==> src/rtl/tick_meter_pkg.sv <==
// Shared types and sizing helpers for the tick_meter receive-side checker.
package tick_meter_pkg;

  typedef enum logic [0:0] {
    IDLE    = 1'b0,
    MEASURE = 1'b1
  } meter_state_t;

  localparam int DEF_CNT_W = 16;

  // Width of the in-window sample index; holds 0..window-1.
  function automatic int win_cnt_w(input int window);
    return (window > 2) ? $clog2(window) : 1;
  endfunction

endpackage

==> src/rtl/sat_counter.sv <==
// Saturating up-counter: holds at all-ones instead of wrapping.
module sat_counter #(
  parameter int W = 16
) (
  input  logic         clk,
  input  logic         reset,
  input  logic         clear,
  input  logic         inc,
  output logic [W-1:0] value,
  output logic         sat
);

  assign sat = &value;

  always_ff @(posedge clk) begin
    if (reset)              value <= '0;
    else if (clear)         value <= '0;
    else if (inc && !sat)   value <= value + W'(1);
  end

endmodule

==> src/rtl/tick_meter.sv <==
// Counts rising edges and high cycles of tick_in over back-to-back windows of
// WINDOW src_clk cycles and reports the totals plus a range verdict.
module tick_meter
  import tick_meter_pkg::*;
#(
  parameter int SRC_FREQ = 100,
  parameter int WINDOW   = 1000,
  parameter int CNT_W    = DEF_CNT_W,
  parameter int EXP_MIN  = 0,
  parameter int EXP_MAX  = 65535
) (
  input  logic             src_clk,
  input  logic             reset,
  input  logic             enable,
  input  logic             tick_in,
  output logic [CNT_W-1:0] edge_count,
  output logic [CNT_W-1:0] high_count,
  output logic             overflow,
  output logic             in_range,
  output logic             valid,
  output logic             busy
);

  localparam int               WCW     = win_cnt_w(WINDOW);
  localparam logic [WCW-1:0]   LAST    = WCW'(WINDOW - 1);
  localparam logic [CNT_W-1:0] CNT_MAX = '1;

  // SRC_FREQ only documents the clock the window is sized against.
  if (SRC_FREQ <= 0 || WINDOW < 2) begin : g_bad_params
  end

  meter_state_t     state;
  logic [WCW-1:0]   win_cnt;
  logic             prev_tick;
  logic             last, smp, clr, edge_inc, high_inc;
  logic [CNT_W-1:0] edge_val, high_val, edge_fin, high_fin;
  logic             edge_sat, high_sat, ovf_fin, lo_ok, hi_ok, inr_fin;

  // The close edge samples even if enable has just dropped; any other edge
  // with enable low aborts the window.
  assign last     = (state == MEASURE) && (win_cnt == LAST);
  assign smp      = enable || last;
  assign clr      = !smp || last;
  assign edge_inc = smp && tick_in && !prev_tick;
  assign high_inc = smp && tick_in;

  sat_counter #(.W(CNT_W)) u_edge_cnt (
    .clk(src_clk), .reset(reset), .clear(clr), .inc(edge_inc),
    .value(edge_val), .sat(edge_sat)
  );

  sat_counter #(.W(CNT_W)) u_high_cnt (
    .clk(src_clk), .reset(reset), .clear(clr), .inc(high_inc),
    .value(high_val), .sat(high_sat)
  );

  // Final totals include the sample taken on the close edge itself.
  assign edge_fin = (edge_inc && !edge_sat) ? edge_val + CNT_W'(1) : edge_val;
  assign high_fin = (high_inc && !high_sat) ? high_val + CNT_W'(1) : high_val;
  assign ovf_fin  = (edge_fin == CNT_MAX) || (high_fin == CNT_MAX);

  if (EXP_MIN <= 0) begin : g_lo
    assign lo_ok = 1'b1;
  end else begin : g_lo
    assign lo_ok = 64'(edge_fin) >= 64'(EXP_MIN);
  end

  if (longint'(EXP_MAX) >= ((longint'(1) << CNT_W) - 1)) begin : g_hi
    assign hi_ok = 1'b1;
  end else begin : g_hi
    assign hi_ok = 64'(edge_fin) <= 64'(EXP_MAX);
  end

  assign inr_fin = lo_ok && hi_ok && !ovf_fin;
  assign busy    = (state == MEASURE);

  always_ff @(posedge src_clk) begin
    if (reset) begin
      state      <= IDLE;
      win_cnt    <= '0;
      prev_tick  <= 1'b0;
      edge_count <= '0;
      high_count <= '0;
      overflow   <= 1'b0;
      in_range   <= 1'b0;
      valid      <= 1'b0;
    end else begin
      state     <= enable ? MEASURE : IDLE;
      win_cnt   <= clr ? '0 : win_cnt + WCW'(1);
      prev_tick <= smp && !last && tick_in;
      valid     <= last;
      if (last) begin
        edge_count <= edge_fin;
        high_count <= high_fin;
        overflow   <= ovf_fin;
        in_range   <= inr_fin;
      end
    end
  end

endmodule

==> config.mk <==
export PLATFORM = sky130hd
export DESIGN_NAME = tick_meter
export DESIGN_NICKNAME = d
export VERILOG_FILES = /design/src/rtl/tick_meter_pkg.sv /design/src/rtl/sat_counter.sv /design/src/rtl/tick_meter.sv
export SDC_FILE = /design/constraint.sdc
export NUM_CORES = 1
export LEC_CHECK = 0
export CAP_MARGIN = 20
export CORE_MARGIN = 1.5
export CORE_UTILIZATION = 35
export CTS_BUF_LIST = sky130_fd_sc_hd__clkbuf_2
export CTS_CLUSTER_DIAMETER = 150
export DETAILED_ROUTE_END_ITERATION = 16
export SETUP_SLACK_MARGIN = 0.2
export SYNTH_ARGS = -nofsm -noshare
export SYNTH_HDL_FRONTEND = slang
export SYNTH_HIERARCHICAL = 1
export SYNTH_SLANG_ARGS = --single-unit
==> constraint.sdc <==
create_clock -name src_clk -period 2.9 [get_ports src_clk]
set_clock_uncertainty 0.2 [all_clocks]
set_input_delay 0.435 -clock src_clk [delete_from_list [all_inputs] [get_ports src_clk]]
set_output_delay 0.435 -clock src_clk [all_outputs]
set_load 0.1 [all_outputs]
* Yosys cells after proc, flatten, opt, wreduce, memory -nomap -nowiden
Cells that the tools add are included.
** Storage, ports and cells
- Register bits after elaboration :: 79
- Latch bits :: 0
- Bits in writable memories :: 0
- Memory bits (read-only) :: 0
- Input port bits :: 4
- Memories kept :: 0
** Operators by class
- Add/subtract/negate cells :: 3
- Multipliers :: 0
- Div/mod/pow operators :: 0
- Order comparisons :: 0
- Equal/unequal tests :: 3
- Shift-type cells :: 0
- Multiplexer cells :: 3
- Bitwise gates (word level) :: 0
- Reductions and logical operators :: 19
** Operator list (count)
- $add A16 B1 Y16 const B :: 2
- $eq A16 B16 Y1 const B :: 2
- $mux W16 :: 2
- $reduce_and A16 Y1 :: 2
- $add A10 B1 Y10 const B :: 1
- $eq A10 B10 Y1 const B :: 1
- $logic_and A1 B1 Y1 :: 7
- $logic_not A1 Y1 :: 6
- $logic_or A1 B1 Y1 :: 3
- $reduce_or A2 Y1 :: 1
- $mux W1 :: 1

* Logic depth before layout (Yosys ltp)
Gate-level depths: netlist of the first run.
- Depth in word-level cells :: 10
- Gate-level depth with buffers :: 10
- Mapped depth without buffers :: 10

* Hierarchy
The synthesis of the first run kept the hierarchy.
** By module, submodules not included
- tick_meter :: times used 1, cells an instance 316, area each 2643.8 µm², seq. area each 940.9 µm²
- sat_counter :: times used 2, cells an instance 97, area each 830.8 µm², seq. area each 320.3 µm²

* Worst setup path before layout of the first run
OpenSTA, ideal clock, no wires.
- Path type :: reg2reg
- From :: reg state, in the netlist busy
- To :: reg u_edge_cnt.value[15]
- Setup time :: 0.070 ns
- Data arrival time :: 3.311 ns
- Data required time :: 2.630 ns
- Setup slack :: -0.681 ns
- Stages on the path, launching flop included :: 9
- Path buffers :: 1
- Period minus slack after synthesis :: 3.581 ns
- Cell sequence :: dfxtp_1 nand3b_4 o31a_4 nor3b_1 nand4_1 or3_1 clkbuf_2 or4_1 a21oi_1
** On the way
- Word-level cells in the longest chain between the ends :: 6
- Elaborated cells between the ends (all ways) :: 9
** Ends and longest elaborated chain
- from (decl) :: RTL line tick_meter.sv:32 : meter_state_t state;
- from (signal assigned) :: RTL line tick_meter.sv:88 : state <= enable ? MEASURE : IDLE;
- $logic_and A1 B1 Y1 :: RTL line tick_meter.sv:41 : assign last = (state == MEASURE) && (win_cnt == LAST);
- $logic_or A1 B1 Y1 :: RTL line tick_meter.sv:42 : assign smp = enable || last;
- $logic_and A1 B1 Y1 (2 in series) :: RTL line tick_meter.sv:44 : assign edge_inc = smp && tick_in && !prev_tick;
- net edge_inc :: RTL line tick_meter.sv:35 : logic last, smp, clr, edge_inc, high_inc;
- $logic_and A1 B1 Y1 :: RTL line sat_counter.sv:18 : else if (inc && !sat) value <= value + W'(1);
- $mux W16
- to (signal assigned) :: RTL line sat_counter.sv:18
- to (decl) :: RTL line sat_counter.sv:9 : output logic [W-1:0] value,
The timed path passes the listed nets, and every way through them passes these cells.
A chain may end at the register's enable or synchronous reset.

* Worst setup path after layout of the first run
- From :: reg u_edge_cnt.value[0]
- To :: reg overflow
** On the way
- Word-level cells in the longest chain between the ends :: 6
- Elaborated cells between the ends (all ways) :: 7
** Ends and longest elaborated chain
- $reduce_and A16 Y1 :: RTL line sat_counter.sv:13 : assign sat = &value;
- net edge_sat :: RTL line tick_meter.sv:37 : logic edge_sat, high_sat, ovf_fin, lo_ok, hi_ok, inr_fin;
- $logic_not A1 Y1 :: RTL line tick_meter.sv:58 : assign edge_fin = (edge_inc && !edge_sat) ? edge_val + CNT_W'(1) : edge_val;
- $logic_and A1 B1 Y1 :: RTL line tick_meter.sv:58
- $mux W16 :: RTL line tick_meter.sv:58
- $eq A16 B16 Y1 :: RTL line tick_meter.sv:60 : assign ovf_fin = (edge_fin == CNT_MAX) || (high_fin == CNT_MAX);
- $logic_or A1 B1 Y1 :: RTL line tick_meter.sv:60
- to (signal assigned) :: RTL line tick_meter.sv:95 : overflow <= ovf_fin;
- to (decl) :: RTL line tick_meter.sv:18 : output logic overflow,
The timed path passes the listed nets, and every way through them passes these cells.

==> results of run 1 <==
## cells by family after synthesis
group / Yosys count / synth area share, %
simple gates: 251 / 31.68
compound gates: 100 / 17.58
flops: 79 / 36.73
xor+xnor: 43 / 8.747
buf+inv: 29 / 3.110
fa+ha+maj: 5 / 1.453
mux: 3 / 0.6975
## metrics by stage
stage,hold slack (ns),TNS [ns],setup WS [ns],std cells
detailed placement,0.2558,-0.05681,-0.03896,732
finish,0.2711,0,0.2081,757
global route,0.2923,0,0.1162,757
floorplan,0.2326,0,0.1318,510
CTS,0.2743,0,0.2055,754
global placement,0.2500,0,0.03948,732
## how the worst max path moves through the flow
stage | from | to | slack (ns) | cells past startpoint
5_1_grt | win_cnt[0]$_SDFF_PP0_ | u_edge_cnt/value[13]$_SDFFE_PP0P_ | 0.12 | 8
6_report | u_edge_cnt/value[0]$_SDFFE_PP0P_ | overflow$_SDFFE_PP0P_ | 0.21 | 10
3_3_place_gp | enable | u_edge_cnt/value[15]$_SDFFE_PP0P_ | 0.04 | 8
4_1_cts | win_cnt[0]$_SDFF_PP0_ | u_edge_cnt/value[13]$_SDFFE_PP0P_ | 0.21 | 8
2_1_floorplan | win_cnt[1]$_SDFF_PP0_ | u_edge_cnt/value[13]$_SDFFE_PP0P_ | 0.13 | 9
3_5_place_dp | enable | u_edge_cnt/value[15]$_SDFFE_PP0P_ | -0.04 | 9
## cell usage after synthesis (all sizes together) (5+ instances only)
master,number
a211oi,36
a21oi,17
and3,15
and4,6
clkbuf,19
dfxtp,79
ha,5
inv,9
nand2,39
nand3,31
nand4,25
nor2,69
nor3,15
nor4,6
o21ai,11
o31ai,10
or2,5
or3,11
or4,10
xnor2,16
xor2,27
## sequential cells by signal (all words and copies together), names as in the netlist
name              flops
valid                 1
busy                  1
prev_tick             1
high_count           16
in_range              1
win_cnt              10
overflow              1
u_edge_cnt/value     16
u_high_cnt/value     16
edge_count           16
## cell type report
class | instances | area, um^2 | share of cell area (%)
Clock buffer | 11 | 55.05 | 1.009
Inverter | 9 | 33.78 | 0.6190
Sequential cell | 79 | 1604 | 29.39
Clock inverter | 4 | 71.32 | 1.307
Multi-Input combinational cell | 402 | 2701 | 49.50
Timing Repair Buffer | 105 | 808.3 | 14.81
Tap cell | 147 | 183.9 | 3.370
## per-layer routing
| metal | up-vias | global-route usage, % | part of all wire, % |
|---|---|---|---|
| met5 | - | 0 | 0 |
| met4 | 0 | 7.750 | 1.9 |
| met3 | 16 | 2.550 | 3.6 |
| met2 | 86 | 27.99 | 43 |
| met1 | 1934 | 26.97 | 51 |
| li1 | 2100 | - | - |
## report_power, final
group | leakage, nW | switching, mW | internal (mW)
clock network | 0.0757 | 0.394 | 0.285
registers | 0.642 | 0.00596 | 1.09
logic | 1.28 | 0.0596 | 0.0370
total | 2.00 | 0.460 | 1.41
## what timing repair did
| action | CTS | global route |
|---|---|---|
| endpoints found under the setup margin | 8 | 12 |
| pin swaps | 5 | 7 |
| setup buffers | 7 | 3 |
| gates resized for setup | 4 | 8 |
## worst register-to-register path, stage by stage (launching register included)
cell      delay, ns
dfxtp_4        0.40
ha_4           0.14
nand4_1        0.18
nor4_4         0.40
nor3b_2        0.10
buf_4          0.19
nand2_4        0.10
o221ai_1       0.11
o31a_1         0.13
or4_1          0.54
a211oi_2       0.18
==> impl_metrics.env, run 1 <==
export IMPL_status="completed"
export IMPL_clock_sinks=79
export IMPL_fin_crit_ns=2.692
export IMPL_crit_slowest_cell="or4_1"
export IMPL_timing_final_crit_share_pct=92.82
export IMPL_r2r_end="overflow$_SDFFE_PP0P_"
export IMPL_drc_errors=0
export IMPL_synth_top_cell_by_area="dfxtp_1"
export IMPL_fin_total_pwr_mw=1.871
export IMPL_p_leak_nw=1.999
export IMPL_nFillCells=1223
export IMPL_drv_cap=0
export IMPL_ys_ff_latch=79
export IMPL_num_vias=4136
export IMPL_ys_top_cells_by_area="dfxtp_1 (37%), a211oi_1 (6.1%), nor2_1 (6.0%), xor2_1 (5.5%), nand4_1 (3.6%)"
export IMPL_r2r_slack_ns=0.21
export IMPL_synthesis_area_mm2=0.004305
export IMPL_cpPeakStageDelay_ns=0.54
export IMPL_synth_cell_types=58
export IMPL_grt_max_degree=44
export IMPL_insertion_delay_ns=0.58
export IMPL_cts_made_buffers=9
export IMPL_postPlaceCellArea_mm2=0.005213
export IMPL_worstHoldStart="win_cnt[0]$_SDFF_PP0_"
export IMPL_hold_viol=0
export IMPL_setup_viol=0
export IMPL_worst_pin_slew_ns=0.5572
export IMPL_critical_path_class="reg -> reg"
export IMPL_dieArea_mm2=0.01298
export IMPL_synth_fp_nets=519
export IMPL_timing_rr_start="u_edge_cnt/value[0]$_SDFFE_PP0P_"
export IMPL_cp_end_kind="flop"
export IMPL_slew_headroom_pct=62.73
export IMPL_grt_ovfl_total=0
export IMPL_cpLargestDelayFamily="simple AND/OR/NAND/NOR gates"
export IMPL_rows=40
export IMPL_drive_gt1_share_pct=26.07
export IMPL_hpwlAfterDp_um=8410
export IMPL_power_density_mw_per_mm2=342.7
export IMPL_wl_um=11660
export IMPL_synth_edff_count=0
export IMPL_layout_nets=615
export IMPL_htree_levels=3
export IMPL_utilization_pct=45.44
export IMPL_ioPinCount=40
export IMPL_hold_depth=1
export IMPL_netlist_instances=510
export IMPL_area_delta_synth_final_pct=26.77
export IMPL_reg2reg_depth=10
export IMPL_whs_endpoint="win_cnt[0]$_SDFF_PP0_"
export IMPL_ys_seq_area_share_pct=36.73
export IMPL_io_buffers=39
export IMPL_place_congestion=0.8672
export IMPL_cts_hold_buffers=0
export IMPL_crit_path_max_fanout=9
export IMPL_stdcell_area_mm2=0.005458
export IMPL_final_cell_mix="buf_4 (101), dfxtp_1 (71), nor2_1 (69)"
export IMPL_grt_usage_pct=18.71
export IMPL_grt_pass1_vias=3925
export IMPL_ys_flop_type="dfxtp_1"
export IMPL_diodes=0
export IMPL_wl_per_cell_um=15.40
export IMPL_chipHeight_um=113.9
export IMPL_final_common_cell="buf_4"
export IMPL_design_core_area_mm2=0.01201
export IMPL_clock_root_buffer="clkbuf_2"
export IMPL_synthArstFlopShare_pct=0
export IMPL_die_x_um=113.9
export IMPL_clock_fmax_ghz=0.3715
export IMPL_grt_pass1_wl_um=19490
export IMPL_cp_start_kind="flop"
export IMPL_yosys_warnings=6
export IMPL_yosysTopAreaCellShare_pct=36.73
export IMPL_start_util_pct=35.84
export IMPL_clk_pin_slew_ns=0.23
export IMPL_postRouteAntennaNets=0
export IMPL_crit_buf_inv=1
export IMPL_via_per_inst=5.464
export IMPL_antenna_found_initial=0
export IMPL_cts_max_path_buffers=2
export IMPL_avgSynthCellArea_um2=8.442
export IMPL_drtIter0Drc=345
export IMPL_slew_violations=0
export IMPL_peakVddDrop_mv=0.1573
export IMPL_hold_class="reg -> reg"
export IMPL_rsz0062_at_grt="true"
export IMPL_firstDrtPassIters=4
export IMPL_crit_chain="ha_4 > nand4_1 > nor4_4 > nor3b_2 > buf_4 > nand2_4 > o221ai_1 > o31a_1 > or4_1 > a211oi_2"
export IMPL_cp_arrival_ns=3.03
export IMPL_cp_required_ns=3.24
export IMPL_cts_tree="done"
No activity file was read; power rests on OpenSTA's default activity.
==> inputs of run 2 (changes only) <==
--- a/config.mk
+++ b/config.mk
@@ -11,6 +11,7 @@
 export CTS_BUF_LIST = sky130_fd_sc_hd__clkbuf_2
 export CTS_CLUSTER_DIAMETER = 150
 export DETAILED_ROUTE_END_ITERATION = 16
+export GPL_TIMING_DRIVEN = 0
 export SETUP_SLACK_MARGIN = 0.2
 export SYNTH_ARGS = -nofsm -noshare
 export SYNTH_HDL_FRONTEND = slang
==> run 2 against run 1 <==
Net effect:
- sequential power about the same
- register-to-register slack worse by 0.12 ns
- non-clock buffer count down 18
- power down 5.6%
- largest power group unchanged
- final area down 0.89%
==> impl_metrics.env, run 2 (synthesis gave the netlist of run 1 again) <==
export IMPL_timing_rr_start="win_cnt[0]$_SDFF_PP0_"
export IMPL_final_cell_mix="nor2_1 (68), dfxtp_1 (53), nand2_1 (37)"
export IMPL_num_vias=4106
export IMPL_startpoint="win_cnt[0]$_SDFF_PP0_"
export IMPL_fin_crit_ns=2.811
export IMPL_clk_pin_slew_ns=0.21
export IMPL_cp_required_ns=3.21
export IMPL_setup_viol=0
export IMPL_die_x_um=113.9
export IMPL_via_per_inst=5.549
export IMPL_critical_path_class="reg -> reg"
export IMPL_grt_max_degree=15
export IMPL_drc_errors=0
export IMPL_cts_tree="done"
export IMPL_slew_headroom_pct=30.66
export IMPL_worstHoldStart="edge_count[3]$_SDFFE_PP0P_"
export IMPL_cp_arrival_ns=3.12
export IMPL_worst_pin_slew_ns=1.032
export IMPL_diodes=0
export IMPL_grt_ovfl_total=0
export IMPL_fin_total_pwr_mw=1.765
export IMPL_cts_made_buffers=9
export IMPL_timing_final_crit_share_pct=96.93
export IMPL_htree_levels=3
export IMPL_place_congestion=0.8803
export IMPL_chipHeight_um=113.9
export IMPL_slew_violations=0
export IMPL_design_core_area_mm2=0.01201
export IMPL_clock_fmax_ghz=0.3557
export IMPL_cp_end_kind="flop"
export IMPL_cp_start_kind="flop"
export IMPL_area_delta_synth_final_pct=25.63
export IMPL_whs_ns=0.3125
export IMPL_p_leak_nw=1.991
export IMPL_grt_usage_pct=18.78
export IMPL_drive_gt1_share_pct=19.90
export IMPL_insertion_delay_ns=0.56
export IMPL_hpwlAfterDp_um=8036
export IMPL_wl_um=11740
export IMPL_final_common_cell="nor2_1"
export IMPL_io_buffers=39
export IMPL_dieArea_mm2=0.01298
export IMPL_crit_path_max_fanout=5
export IMPL_nFillCells=1207
export IMPL_grt_pass1_vias=3821
export IMPL_setup_slack_ns=0.08889
export IMPL_antenna_found_initial=0
export IMPL_postRouteAntennaNets=0
export IMPL_hold_class="reg -> reg"
export IMPL_clock_sinks=79
export IMPL_tns_ns=0
export IMPL_seq_area_mm2=0.001627
export IMPL_rsz0062_at_grt="true"
export IMPL_clock_root_buffer="clkbuf_2"
export IMPL_multiInputGateArea_mm2=0.002758
export IMPL_cts_hold_buffers=0
export IMPL_firstDrtPassIters=4
export IMPL_drv_cap=0
export IMPL_dp_slack_ns=-0.2844
export IMPL_rows=40
export IMPL_peakVddDrop_mv=0.1724
export IMPL_power_density_mw_per_mm2=326.4
export IMPL_utilization_pct=45.03
export IMPL_grt_pass1_wl_um=19290
export IMPL_wl_per_cell_um=15.86
export IMPL_start_util_pct=35.84
export IMPL_layout_nets=597
export IMPL_hold_viol=0
export IMPL_r2r_slack_ns=0.09
export IMPL_cts_max_path_buffers=2
export IMPL_ioPinCount=40
export IMPL_status="completed"
export IMPL_drtIter0Drc=267
## run 2: stage by stage
stage,instance area [um^2],instances
after floorplan,4409,510
after global placement,4984,696
after detailed placement,4984,696
after CTS,5286,736
after global routing,5409,740
final,5409,740
## run 2: worst max-delay path, stage by stage, from the launching register on
cell and delay [ns]:
dfxtp_4 0.40, ha_4 0.14, nand4b_4 0.15, o31a_4 0.34, buf_12 0.13, nor3b_4 0.20
nand3_2 0.11, o31a_1 0.34, or4_4 0.52, a211oi_2 0.22
## run 2: timing repair
item | 4_1_cts | 5_1_grt
resized for setup | 57 | 32
gates cloned | 0 | 0
pin swaps | 18 | 7
setup endpoints to repair | 64 | 43
buffers inserted | 24 | 4
## run 2: layer usage
metal | track usage, % | part of all wire [%]
met5 | 0 | 0
met4 | 7.417 | 1.6
met3 | 2.922 | 3.8
met1 | 26.58 | 51
met2 | 28.63 | 44
## run 2: final cells by class
cell class	instances	share of cell area, %
multi-input cells	402	50.98
flip-flops and latches	79	30.07
repair buffers	67	10.50
well taps	147	3.400
plain buffers	20	2.591
clock inverters	7	0.9947
clock buffers	9	0.8328
inverters	9	0.6246
## run 2: final timing paths
kind,cells after the start,end
worst max-delay path,9,overflow$_SDFFE_PP0P_
worst min-delay path,2,edge_count[3]$_SDFFE_PP0P_
worst max register to register,9,overflow$_SDFFE_PP0P_
worst min register to register,2,edge_count[3]$_SDFFE_PP0P_
## run 2: power breakdown
group / total [mW] / switching [mW] / leakage [nW] / internal (mW)
Combinational: 0.105 / 0.0634 / 1.28 / 0.0414
Clock: 0.566 / 0.383 / 0.0633 / 0.184
Sequential: 1.09 / 0.00565 / 0.651 / 1.09
==> inputs of run 3 (changes only) <==
--- a/config.mk
+++ b/config.mk
@@ -13,6 +13,7 @@
 export DETAILED_ROUTE_END_ITERATION = 16
 export GPL_TIMING_DRIVEN = 0
 export SETUP_SLACK_MARGIN = 0.2
+export SLEW_MARGIN = 20
 export SYNTH_ARGS = -nofsm -noshare
 export SYNTH_HDL_FRONTEND = slang
 export SYNTH_HIERARCHICAL = 1
==> results of run 3 <==
Same layout as run 2: the final DEF is identical, and so are final timing and power.
